**src/rtl/icache_axi_rd_bridge.sv**
```systemverilog
// ---------------------------------------------------------------------------
// icache_axi_rd_bridge
//
// AXI4 read master that serves the instruction cache refill port. A cached
// miss becomes one 4-beat INCR burst of 32-bit words. An uncached fetch
// becomes a single-beat read. Only one transaction is in flight at a time.
// The whole line goes back to the cache in a single ret_valid cycle.
//
// Ports
//   clk_g, resetn        clock, synchronous active-low reset
//   rd_req/rd_rdy        icache request handshake (rd_rdy high only in IDLE)
//   rd_addr, rd_uncache  request address and uncached flag
//   ret_valid/ret_data   one-cycle line return (word i at [32i+31:32i]);
//                        an uncached word is returned at [127:96]
//   ret_err              qualifies ret_valid: bad rresp or wrong beat count
//   ar*                  AXI read address channel (master side)
//   r*                   AXI read data channel (master side); rid is unused
// ---------------------------------------------------------------------------
module icache_axi_rd_bridge #(
  parameter logic [3:0] ARID          = 4'd0,
  parameter int         LINE_WORD_NUM = 4
) (
  input  logic         clk_g,
  input  logic         resetn,
  input  logic         rd_req,
  input  logic [31:0]  rd_addr,
  input  logic         rd_uncache,
  output logic         rd_rdy,
  output logic         ret_valid,
  output logic [127:0] ret_data,
  output logic         ret_err,
  output logic [3:0]   arid,
  output logic [31:0]  araddr,
  output logic [7:0]   arlen,
  output logic [2:0]   arsize,
  output logic [1:0]   arburst,
  output logic         arvalid,
  input  logic         arready,
  input  logic [3:0]   rid,
  input  logic [31:0]  rdata,
  input  logic [1:0]   rresp,
  input  logic         rlast,
  input  logic         rvalid,
  output logic         rready
);

  typedef enum logic [1:0] {IDLE, AR, R, DONE} state_e;

  localparam logic [2:0] LINE_WORDS = 3'(LINE_WORD_NUM);
  localparam logic [2:0] LAST_IDX   = 3'(LINE_WORD_NUM - 1);

  state_e         state_q, state_d;
  logic [31:0]    addr_q, addr_d;
  logic           unc_q, unc_d;
  logic [127:0]   buf_q, buf_d;
  logic [2:0]     cnt_q, cnt_d;
  logic           err_q, err_d;

  // Only one outstanding read exists, so the returned ID carries no information.
  logic unused_rid;
  assign unused_rid = ^rid;

  always_ff @(posedge clk_g) begin
    if (!resetn) begin
      state_q <= IDLE;
      addr_q  <= '0;
      unc_q   <= 1'b0;
      buf_q   <= '0;
      cnt_q   <= '0;
      err_q   <= 1'b0;
    end else begin
      state_q <= state_d;
      addr_q  <= addr_d;
      unc_q   <= unc_d;
      buf_q   <= buf_d;
      cnt_q   <= cnt_d;
      err_q   <= err_d;
    end
  end

  always_comb begin
    state_d = state_q;
    addr_d  = addr_q;
    unc_d   = unc_q;
    buf_d   = buf_q;
    cnt_d   = cnt_q;
    err_d   = err_q;
    case (state_q)
      IDLE: begin
        if (rd_req) begin
          addr_d  = rd_addr;
          unc_d   = rd_uncache;
          buf_d   = '0;
          cnt_d   = '0;
          err_d   = 1'b0;
          state_d = AR;
        end
      end
      AR: begin
        if (arready) state_d = R;
      end
      R: begin
        if (rvalid) begin
          if (unc_q) begin
            // Extra beats on an uncached read overwrite the word and are flagged.
            buf_d[127:96] = rdata;
            if (!rlast) err_d = 1'b1;
          end else if (cnt_q < LINE_WORDS) begin
            buf_d[{cnt_q[1:0], 5'd0} +: 32] = rdata;
            cnt_d = cnt_q + 3'd1;
            // rlast before the final word leaves the remaining words zero.
            if (rlast && (cnt_q != LAST_IDX)) err_d = 1'b1;
          end else begin
            // Beats beyond the line are dropped; the burst was malformed.
            err_d = 1'b1;
          end
          if (rresp != 2'b00) err_d = 1'b1;
          if (rlast) state_d = DONE;
        end
      end
      DONE: begin
        state_d = IDLE;
      end
      default: begin
        state_d = IDLE;
      end
    endcase
  end

  // The AR fields derive only from registers latched at acceptance, so they
  // stay stable for as long as arready is withheld.
  assign rd_rdy    = (state_q == IDLE);
  assign arvalid   = (state_q == AR);
  assign rready    = (state_q == R);
  assign ret_valid = (state_q == DONE);
  assign ret_err   = ret_valid & err_q;
  assign ret_data  = buf_q;
  assign arid      = ARID;
  assign araddr    = unc_q ? addr_q : {addr_q[31:4], 4'b0000};
  assign arlen     = unc_q ? 8'd0 : 8'(LINE_WORD_NUM - 1);
  assign arsize    = 3'b010;
  assign arburst   = 2'b01;

endmodule

```
**config.mk**
```make
export PLATFORM = sky130hd
export DESIGN_NAME = icache_axi_rd_bridge
export DESIGN_NICKNAME = d
export VERILOG_FILES = /design/src/rtl/icache_axi_rd_bridge.sv
export SDC_FILE = /design/constraint.sdc
export NUM_CORES = 1
export LEC_CHECK = 0
export CAP_MARGIN = 20
export CORE_MARGIN = 4
export CORE_UTILIZATION = 50
export CTS_CLUSTER_DIAMETER = 200
export DETAILED_ROUTE_END_ITERATION = 16
export PLACE_DENSITY = 0.86
export SLEW_MARGIN = 15
export SYNTH_ARGS = -nofsm -noshare
export SYNTH_HDL_FRONTEND = slang
export SYNTH_SLANG_ARGS = --single-unit
```
**constraint.sdc**
```tcl
create_clock -name clk_g -period 4.5 [get_ports clk_g]
set_input_delay 0.675 -clock clk_g [delete_from_list [all_inputs] [get_ports clk_g]]
set_output_delay 0.675 -clock clk_g [all_outputs]
set_load 0.05 [all_outputs]
```
# Word-level counts from Yosys, hierarchy flattened
# Index checks and enable logic that the tools add are counted.
# totals
word_cells,62
inputBits,77
regBits,167
output_inout_bits,182
# op_classes
n_shift,2
n_eq_ne,13
order_cmp,1
bitwise_logic,1
mux,27
addsub,2
n_reduce_logical,9
# ops
op,n
128-bit two-way mux,3
128-bit case mux with 2 select lines,1
128-bit bitwise mux,1
"32-bit by 9-bit variable shift with 128-bit output, first input constant",1
32-bit by 9-bit variable part select with 128-bit output,1
96-bit two-way mux,1
32-bit two-way mux,1
3-bit two-way mux,4
2-bit two-way mux,5
5-bit AND reduction,2
7-bit negation with 9-bit output,1
"2-bit != test, second input constant",4
2-bit case mux with 4 select lines,1
4-bit AND reduction,2
1-bit two-way mux,7
3-bit case mux with 2 select lines,1
"5-bit by 3-bit != test with 1-bit output, second input constant",1
"2-bit == test, second input constant",2
4-bit two-way mux,1
"2-bit by 1-bit != test with 1-bit output, second input constant",2
"4-bit by 3-bit != test with 1-bit output, second input constant",1
2-bit nonzero test,2
"3-bit by 1-bit adder with 3-bit output, second input constant",1
"3-bit less-than comparator, second input constant",1
8 further kinds,8

# Depth between registers and ports, before layout
# Gate-level depths: netlist of run 1.
# logic_depth
ltp_word,8
ltp_mapped,8
mapped_depth_nobuf,5

# Least setup slack after synthesis of run 1
# No wires, ideal clock.
# synth_timing
kind,reg-to-reg
startpoint,reg state_q[0]
endpoint,reg buf_q[100] (netlist: ret_data[100])
required_ns,4.428
path_buffers,2
stages_incl_launch_ff,8
synth_period_minus_slack_ns,2.031
setup_ns,0.072
arrival_ns,1.960
path_slack_ns,2.469
cell_sequence,dfxtp_1 -> inv_1 -> ha_1 -> buf_4 -> or2_2 -> o2111ai_4 -> buf_6 -> mux2i_1
# synth_via
elab_chain_cells,3
# synth_lines
item,line_no,rtl
"start, declared",52,"state_e state_q, state_d;"
"start signal, assigned",72,state_q <= state_d;
2-bit == test *,--,
named net rready,44,output logic rready
3-bit by 1-bit != test with 1-bit output (no source line) (tied with other cells),--,
4-bit AND reduction (no source line),--,
"end signal, assigned",75,buf_q <= buf_d;
"end, declared",55,"logic [127:0] buf_q, buf_d;"
# Mark *: on every way through the listed nets, which the timed path passes. The rest lies on a longest branch.
# A chain may end at the register's enable or synchronous reset.

# Worst setup path after layout of run 1
# layout_timing
startpoint,reg state_q[0]
endpoint,out rready
# layout_via
elab_chain_cells,1
# layout_lines
item,line_no,rtl
2-bit == test,134,assign rready = (state_q == R);
"end, declared",44,
# No other way between the ends.

==> impl_results.md, run 1 <==
* Lkg Pwr at 3.79 nW
* Largest net degree at the start of global routing at 176
* Avg WL per Cell at 18.0 um
* GPL Wtd Cong at 0.761
* DR top layer: met4
* P&R area growth vs syn at 35.2%
* Die Y-Extent at 134 um
* PwrDens at 454 mW/mm^2
* Run status: finished, final reports clean
* Layout cells sized above 1 at 5.77%
* Initial Util at 51.5%
* Core Area at 0.0153 sq mm
* Synth Register Bits at 167
* Wire length on met3 at 1970 um
* Cell variety after synth at 34
* Worst Setup Slack, final at 1330 ps
* DP HPWL at 15,000 um
* Crit end category: output pin
* Worst path required time at 3830 ps
* Max Fclk at 0.315 GHz
* CTS tree: yes
* Pre-CTS setup slack at 1530 ps
* IO Pins at 259
* Max rail drop VDD at 0.000285 V
* IO buf count at 239
* WL met1 at 9370 um
* Die area at 0.0178 sq mm
* Drt first pass iters at 5
* Critical Path AT at 2500 ps
* Area after DPL at 0.00996 sq mm
* Sequential fraction of the synthesis area at 42.4%
* Biggest cell delay along the critical path at 940 ps
* Sw frac at 34.9%
* Crit-path cells: inv_1 -> ha_2 -> clkdlybuf4s50_1
* Combinational Power Share at 32.4%
* Vias/cell at 5.39
* Vias in the first global route at 6,382
* Remaining antenna violation count at 0
* Vias at 6,642
* First DRT Iteration DRCs at 378
* Core Util, Final at 69.6%
* Worst skew pair latency at 420 ps
* Mapped cell area at 0.00789 sq mm
* Inserted Clock Buffers at 17
* CP startpoint kind: flop
* Nets at 1,097
* Clock share of power at 33.5%
* Post-CTS sizing at 0
* Crit-path slowest cell: clkdlybuf4s50_1
* CTS Hold Bufs at 0
* Worst-Margin Slew at 1020 ps
* Pint at 3.15 mW
* CP bufs+invs at 2
* Total global routing overflow at 0
* Num rows at 45
* Root buffer cell: clkbuf_16
* # diodes at 0
* Clock H-tree levels at 4
* Clock transition at path regs at 60 ps
* Deepest clock path buffer count at 2
* Slew Limit Headroom at 32.0%
* Max Slew Vio Count at 0
* Die width at 134 um
* Final Setup Violations at 0
* P_sw at 1.69 mW
* Antenna violations before repair at 0
* Sequential power share at 34.1%
* Total Routed Length at 22,300 um
* Worst Path Max Fanout at 30
* Final period utilization at 70.5%
* First-pass GRT wire length at 34,400 um
* Sink Count at 167
* Finished Cell Area at 0.0107 sq mm
* Hold Crit Class: flop to flop
* Total GRT Usage at 23.9%
* Fin crit period at 3170 ps
* Final hold vios at 0
* Gate Count Post-Synth at 850
* RSZ-0062 raised after global routing: no
* YS warnings at 0
* Setup TNS Final at 0 ps
* Post-CTS Setup Repair Bufs at 0
* Post-synthesis area per instance at 9.28 sq um
* Delay-heaviest family, CP: buffers and inverters
* Final setup skew at 9.74 ps
* Max_cap viols at 0
* Crit path kind: flop to output pin
* WL met2 at 10,500 um
* # DRC at 0
layer usage:
layer	vias to the layer above	track usage, %
li1	3222	-
met1	3134	29.8
met2	254	38.8
met3	32	8.95
met4	0	7.20
met5	-	0
cell usage after synthesis, drive strengths merged:
| master | count | area [sq um] |
|---|---|---|
| mux2i | 133 | 1340 |
| nor4bb | 2 | 20.0 |
| a211oi | 1 | 7.51 |
| o21ai | 1 | 5.00 |
| nand2 | 201 | 754 |
| clkbuf | 54 | 203 |
| and4b | 2 | 20.0 |
| or2 | 1 | 6.26 |
| a21oi | 5 | 58.8 |
| conb | 2 | 7.51 |
| nand3 | 34 | 170 |
| dfxtp | 167 | 3340 |
| a21boi | 33 | 248 |
| nor3 | 1 | 5.00 |
| nor2b | 4 | 25.0 |
| and2 | 6 | 37.5 |
| nand2b | 4 | 25.0 |
| nand4 | 32 | 200 |
| a31oi | 1 | 6.26 |
| o2111ai | 34 | 315 |
| nand4bb | 3 | 33.8 |
| o31ai | 1 | 7.51 |
| nand3b | 1 | 7.51 |
| nand4b | 32 | 280 |
| ha | 11 | 138 |
| or3b | 1 | 8.76 |
| inv | 7 | 26.3 |
| o41ai | 1 | 8.76 |
| buf | 75 | 573 |
power by group through the flow:
stage / logic, mW / clock network (mW) / registers [mW]
after floorplan: 1.21 / 0 / 1.73
after global placement: 1.54 / 0 / 1.68
after detailed placement: 1.55 / 0 / 1.68
after CTS: 1.56 / 1.64 / 1.65
after global routing: 1.64 / 1.71 / 1.66
final: 1.57 / 1.62 / 1.65
stage by stage:
| step | cells | hold slack [ps] | total power, mW |
|---|---|---|---|
| final | 1233 | 453 | 4.83 |
| after global placement | 1199 | 440 | 3.22 |
| after floorplan | 863 | 439 | 2.94 |
| after global routing | 1233 | 471 | 5.01 |
| after detailed placement | 1199 | 445 | 3.24 |
| after CTS | 1231 | 457 | 4.85 |
sequential cells by signal, summed over array words and instances, names as in the netlist:
name      cells
ret_data    128
addr_q       32
cnt_q         3
state_q       2
err_q         1
unc_q         1
final timing paths:
check | depth (start not counted) | slack, ps | end | start
setup / recovery | 3 | 1330 | rready | state_q[0]$_SDFFE_PN0P_
hold / removal | 2 | 450 | ret_data[77]$_SDFFE_PN0P_ | ret_data[77]$_SDFFE_PN0P_
setup reg to reg | 6 | 1610 | ret_data[29]$_SDFFE_PN0P_ | state_q[0]$_SDFFE_PN0P_
hold reg to reg | 2 | 450 | ret_data[77]$_SDFFE_PN0P_ | ret_data[77]$_SDFFE_PN0P_
tightest hold or removal path: stages (launching register included):
cell     delay (ps)
dfxtp_1         310
nand2_1          50
mux2i_1          50
cell type report:
type	count	area, sq um
well taps	211	264
multi-input cells	560	3820
repair buffers	256	2550
fillers	1209	4660
clock buffers	18	429
clock inverters	14	221
inverters	7	26.3
flip-flops and latches	167	3340
placed cells by master, fill, tap and decap left out, types with 2 or more instances in the layout:
| cell type | n |
|---|---|
| clkinvlp_4 | 5 |
| bufinv_16 | 5 |
| and2_1 | 6 |
| inv_6 | 2 |
| buf_4 | 15 |
| nor2b_1 | 4 |
| nand4bb_1 | 3 |
| nand2b_1 | 4 |
| nand3_1 | 34 |
| nor4bb_4 | 2 |
| dfxtp_1 | 166 |
| nand4b_1 | 32 |
| nand2_1 | 201 |
| o2111ai_1 | 33 |
| a21oi_4 | 3 |
| inv_1 | 7 |
| mux2i_1 | 132 |
| ha_1 | 10 |
| clkdlybuf4s50_1 | 238 |
| nand4_1 | 32 |
| conb_1 | 15 |
| a21boi_0 | 33 |
| and4b_1 | 2 |
| clkbuf_16 | 17 |
| a21oi_1 | 2 |
cell families (layout without fill, tap and decap cells):
logic type | Yosys count | after routing | synth area share, %
flip-flops | 167 | 167 | 42.4
buffers and inverters | 136 | 295 | 10.2
multiplexers | 133 | 133 | 17.0
AO/OA/AOI/OAI | 77 | 77 | 8.33
other | 2 | 15 | 0.0952
AND/OR/NAND/NOR | 324 | 324 | 20.2
adder cells (fa/ha/maj) | 11 | 11 | 1.75
Power figures use the tool's default switching activity.
==> inputs of run 2 (changes only) <==
CORE_UTILIZATION = 46   (was 50)
PLACE_DENSITY = 0.8   (was 0.86)
clock period = 3.3 ns   (was 4.5 ns; I/O delays follow)
==> impl_results.md, run 2 (same netlist as run 1, synthesis figures left out) <==
* Post-CTS sizing at 0 (unchanged)
* RSZ-0062 raised after global routing: no (unchanged)
* Initial Util at 47.2% (was 51.5%)
* IO Pins at 259 (unchanged)
* Final Setup Violations at 0 (unchanged)
* CP startpoint kind: flop (unchanged)
* Crit-path cells: inv_1 -> ha_2 -> clkdlybuf4s50_1 (unchanged)
* Core Util, Final at 64.1% (was 69.6%)
* Vias/cell at 5.32 (was 5.39)
* Final hold vios at 0 (unchanged)
* Worst path required time at 2800 ps (was 3830 ps)
* Max rail drop VDD at 0.000503 V (was 0.000285 V)
* Clock transition at path regs at 70 ps (was 60 ps)
* Vias at 6,625 (was 6,642)
* Clock H-tree levels at 4 (unchanged)
* Run status: finished, final reports clean (unchanged)
* CTS tree: yes (unchanged)
* Critical Path AT at 2370 ps (was 2500 ps)
* Avg WL per Cell at 18.0 um (about the same)
* Layout cells sized above 1 at 6.14% (was 5.77%)
* Largest net degree at the start of global routing at 97 (was 176)
* Antenna violations before repair at 0 (unchanged)
* Setup TNS Final at 0 ps (unchanged)
* Post-CTS Setup Repair Bufs at 0 (unchanged)
* Core Area at 0.0167 sq mm (was 0.0153 sq mm)
* Max_cap viols at 0 (unchanged)
* Final setup skew at 8.47 ps (was 9.74 ps)
* Crit path kind: flop to output pin (unchanged)
* DP HPWL at 14,900 um (was 15,000 um)
* P&R area growth vs syn at 35.8% (was 35.2%)
* Drt first pass iters at 4 (was 5)
* Num rows at 47 (was 45)
* Biggest cell delay along the critical path at 910 ps (was 940 ps)
* Pre-CTS setup slack at 748 ps (was 1530 ps)
* Crit-path slowest cell: clkdlybuf4s50_1 (unchanged)
* Hold Crit Class: flop to flop (unchanged)
* Max reg flops at 128 (unchanged)
* Worst Setup Slack, final at 431 ps (was 1330 ps)
* # diodes at 0 (unchanged)
* Fin crit period at 2870 ps
* Worst skew pair latency at 430 ps (was 420 ps)
* GPL Wtd Cong at 0.793 (was 0.761)
* Inserted Clock Buffers at 17 (unchanged)
* Crit end category: output pin (unchanged)
* Slew Limit Headroom at 60.8% (was 32.0%)
* Total global routing overflow at 0 (unchanged)
* PwrDens at 614 mW/mm^2 (was 454 mW/mm^2)
* Total GRT Usage at 22.7% (was 23.9%)
* Die width at 139 um (was 134 um)
* Leading cell type in the layout, fill and taps excluded: clkdlybuf4s50_1 (unchanged)
* First DRT Iteration DRCs at 292 (was 378)
* First-pass GRT wire length at 35,800 um (was 34,400 um)
* IO buf count at 239 (unchanged)
* Lkg Pwr at 3.83 nW (was 3.79 nW)
* Delay-heaviest family, CP: buffers and inverters (unchanged)
* Max Fclk at 0.349 GHz
* Max Slew Vio Count at 0 (unchanged)
* Total Routed Length at 22,400 um (was 22,300 um)
* Remaining antenna violation count at 0 (unchanged)
* CTS Hold Bufs at 0 (unchanged)
* Root buffer cell: clkbuf_16 (unchanged)
* Nets at 1,101 (was 1,097)
* Sink Count at 167 (unchanged)
* # DRC at 0 (unchanged)
* CP bufs+invs at 2 (unchanged)
* Die area at 0.0193 sq mm (was 0.0178 sq mm)
* FILL cells at 1,417 (was 1,209)
* Deepest clock path buffer count at 2 (unchanged)
* Vias in the first global route at 6,550 (was 6,382)
* Worst Path Max Fanout at 29 (was 30)
* Final period utilization at 86.9%
* Worst-Margin Slew at 588 ps (was 1020 ps)
* Die Y-Extent at 139 um (was 134 um)
* Most frequent cells in the layout: 238 x clkdlybuf4s50_1, 201 x nand2_1, 166 x dfxtp_1, 132 x mux2i_1, 34 x nand3_1 (unchanged)
==> run 2: area by class of cell <==
| cell class | instances | area [sq um] | share of cell area [%] |
|---|---|---|---|
| sequential | 167 | 3340 | 31.2 |
| clock inverter | 13 | 193 | 1.80 |
| timing repair buffer | 260 | 2600 | 24.3 |
| inverter | 7 | 26.3 | 0.245 |
| tap | 220 | 275 | 2.57 |
| clock buffer | 19 | 443 | 4.14 |
| multi-input combinational | 560 | 3820 | 35.7 |
==> run 2: through the flow <==
step	hold slack [ps]	area (sq um)	std cells	total power, mW
2_1_floorplan	439	7930	863	4.01
3_3_place_gp	440	10100	1214	4.46
3_5_place_dp	446	10100	1214	4.47
4_1_cts	460	10700	1246	6.64
5_1_grt	469	10700	1246	6.83
6_report	456	10700	1246	6.57
==> run 2: final timing paths <==
kind                                    from                    endpoint  slack (ps)  cells after the start
setup reg to reg     state_q[0]$_SDFFE_PN0P_   ret_data[94]$_SDFFE_PN0P_         730                      7
hold / removal    ret_data[127]$_SDFFE_PN0P_  ret_data[127]$_SDFFE_PN0P_         460                      2
setup / recovery     state_q[0]$_SDFFE_PN0P_                      rready         430                      3
hold reg to reg   ret_data[127]$_SDFFE_PN0P_  ret_data[127]$_SDFFE_PN0P_         460                      2
==> run 2: layer usage <==
metal	vias to the layer above	GRT usage, %	part of all wire (%)
met5	-	0	0
met4	0	6.95	2.0
met3	29	8.38	7.9
met2	216	36.3	46
met1	3150	28.6	44
li1	3230	-	-
==> run 2: report_power, final <==
| part | switching [mW] | leakage (nW) | internal (mW) |
|---|---|---|---|
| sequential | 0.0860 | 1.35 | 2.14 |
| combinational | 1.37 | 2.17 | 0.815 |
| clock | 0.852 | 0.310 | 1.30 |
| total | 2.31 | 3.83 | 4.26 |
==> run 2: worst register-to-register path, cell delays in order, from the launching register on <==
cell and delay [ps]:
dfxtp_1 330, inv_1 130, ha_2 580, buf_4 450
mux2i_4 190, a21oi_4 170, buf_4 400, mux2i_1 260
==> inputs of run 3 (changes only) <==
CORE_MARGIN = 1.5   (was 4)
GPL_TIMING_DRIVEN = 0   (was default)
REMOVE_ABC_BUFFERS = 1   (was default)
==> impl_results.md, run 3 (same netlist as run 1, synthesis figures left out) <==
* Final hold vios at 0 (unchanged)
* Max reg flops at 128 (unchanged)
* Cells after DPL at 1,209 (was 1,214)
* Die area at 0.0179 sq mm (was 0.0193 sq mm)
* Lkg Pwr at 3.83 nW (about the same)
* Deepest clock path buffer count at 2 (unchanged)
* Total global routing overflow at 0 (unchanged)
* Run status: finished, final reports clean (unchanged)
* Critical Path AT at 2380 ps (was 2370 ps)
* Max rail drop VDD at 0.000516 V (was 0.000503 V)
* Avg WL per Cell at 17.8 um (was 18.0 um)
* Worst path required time at 2800 ps (about the same)
* Post-layout power at 6.58 mW (was 6.57 mW)
* Worst Path Max Fanout at 23 (was 29)
* Reg2Reg Depth at 7 (unchanged)
* Leading cell type in the layout, fill and taps excluded: clkdlybuf4s50_1 (unchanged)
* Die width at 134 um (was 139 um)
* Max_cap viols at 0 (unchanged)
* Initial Util at 47.4% (was 47.2%)
* P&R area growth vs syn at 37.1% (was 35.8%)
* Layout cells sized above 1 at 6.17% (was 6.14%)
* Max Fclk at 0.347 GHz (was 0.349 GHz)
* Remaining antenna violation count at 0 (unchanged)
* Num rows at 47 (unchanged)
* Vias at 6,673 (was 6,625)
* Most frequent cells in the layout: 238 x clkdlybuf4s50_1, 201 x nand2_1, 166 x dfxtp_1, 132 x mux2i_1, 34 x nand3_1 (unchanged)
* CTS Hold Bufs at 0 (unchanged)
* Slew Limit Headroom at 44.5% (was 60.8%)
* Sink Count at 167 (unchanged)
* Area after DPL at 0.0102 sq mm (was 0.0101 sq mm)
* Largest net degree at the start of global routing at 125 (was 97)
* Total GRT Usage at 24.7% (was 22.7%)
* Crit end category: output pin (unchanged)
* Area of the multi-input gates at 0.00383 sq mm (was 0.00382 sq mm)
* CP startpoint kind: flop (unchanged)
* Post-CTS sizing at 0 (unchanged)
* Finished Cell Area at 0.0108 sq mm (was 0.0107 sq mm)
* First DRT Iteration DRCs at 337 (was 292)
* First-pass GRT wire length at 35,100 um (was 35,800 um)
* Pre-CTS setup slack at 448 ps (was 748 ps)
* RSZ-0062 raised after global routing: no (unchanged)
* Vias in the first global route at 6,488 (was 6,550)
* Core Area at 0.0166 sq mm (was 0.0167 sq mm)
* Die Y-Extent at 134 um (was 139 um)
* CTS tree: yes (unchanged)
* GPL Wtd Cong at 0.767 (was 0.793)
* Final period utilization at 87.3% (was 86.9%)
* Fin crit period at 2880 ps (was 2870 ps)
* Drt first pass iters at 4 (unchanged)
* Layout Cells excl Fill at 1,241 (was 1,246)
* Vias/cell at 5.38 (was 5.32)
* Worst skew pair latency at 430 ps (about the same)
* DP HPWL at 14,800 um (was 14,900 um)
* Worst-Margin Slew at 830 ps (was 588 ps)
* PwrDens at 609 mW/mm^2 (was 614 mW/mm^2)
* # DRC at 0 (unchanged)
* Final setup skew at 12.1 ps (was 8.47 ps)
* Clock transition at path regs at 60 ps (was 70 ps)
* IO Pins at 259 (unchanged)
* Reg area at 0.00334 sq mm (unchanged)
* Clock H-tree levels at 4 (unchanged)
* IO buf count at 239 (unchanged)
* Hold Crit Class: flop to flop (unchanged)
* Crit path kind: flop to output pin (unchanged)
* FILL cells at 1,368 (was 1,417)
* # diodes at 0 (unchanged)
* Worst Setup Slack, final at 420 ps (was 431 ps)
* WHS Path Cells at 2 (unchanged)
* Inserted Clock Buffers at 17 (unchanged)
* Final Setup Violations at 0 (unchanged)
* Root buffer cell: clkbuf_16 (unchanged)
* Post-CTS Setup Repair Bufs at 0 (unchanged)
* Total Routed Length at 22,200 um (was 22,400 um)
* Nets at 1,096 (was 1,101)
* Antenna violations before repair at 0 (unchanged)
* Max Slew Vio Count at 0 (unchanged)
[run 3: final cells by class]
type                       instances  area share (%)
multi-input combinational        560            35.4
sequential                       167            30.9
timing repair buffer             255            25.5
clock buffer                      22            4.48
tap                              220            2.55
clock inverter                    10           0.868
inverter                           7           0.243
[run 3: through the flow]
step	utilization (%)	TNS, ps	hold WS [ps]
after global routing	64.9	0	469
final	64.9	0	455
after global placement	59.0	-830640	441
after detailed placement	61.5	0	445
after CTS	64.9	0	440
after floorplan	-	-61600	439
[run 3: critical path, cell delays in order (launching register included)]
cell and delay, ps:
dfxtp_1 320, inv_1 120, ha_2 590, clkdlybuf4s50_1 920
[run 3: power by group]
part / switching [mW] / internal (mW)
registers: 0.0888 / 2.14
clock network: 0.833 / 1.12
logic: 1.43 / 0.968
[run 3: final timing paths]
path                        startpoint                        end  slack (ps)
max            state_q[0]$_SDFFE_PN0P_                     rready         420
min          ret_data[49]$_SDFFE_PN0P_  ret_data[49]$_SDFFE_PN0P_         450
max reg2reg      cnt_q[0]$_SDFFE_PN0P_   ret_data[9]$_SDFFE_PN0P_         480
min reg2reg  ret_data[49]$_SDFFE_PN0P_  ret_data[49]$_SDFFE_PN0P_         450
[run 3: metal layers]
layer,wire length (um),GRT usage [%],up-vias
met5,0,0,-
met1,9670,30.8,3244
met4,515,9.12,0
met2,10900,42.0,166
li1,-,-,3230
met3,1080,5.33,33
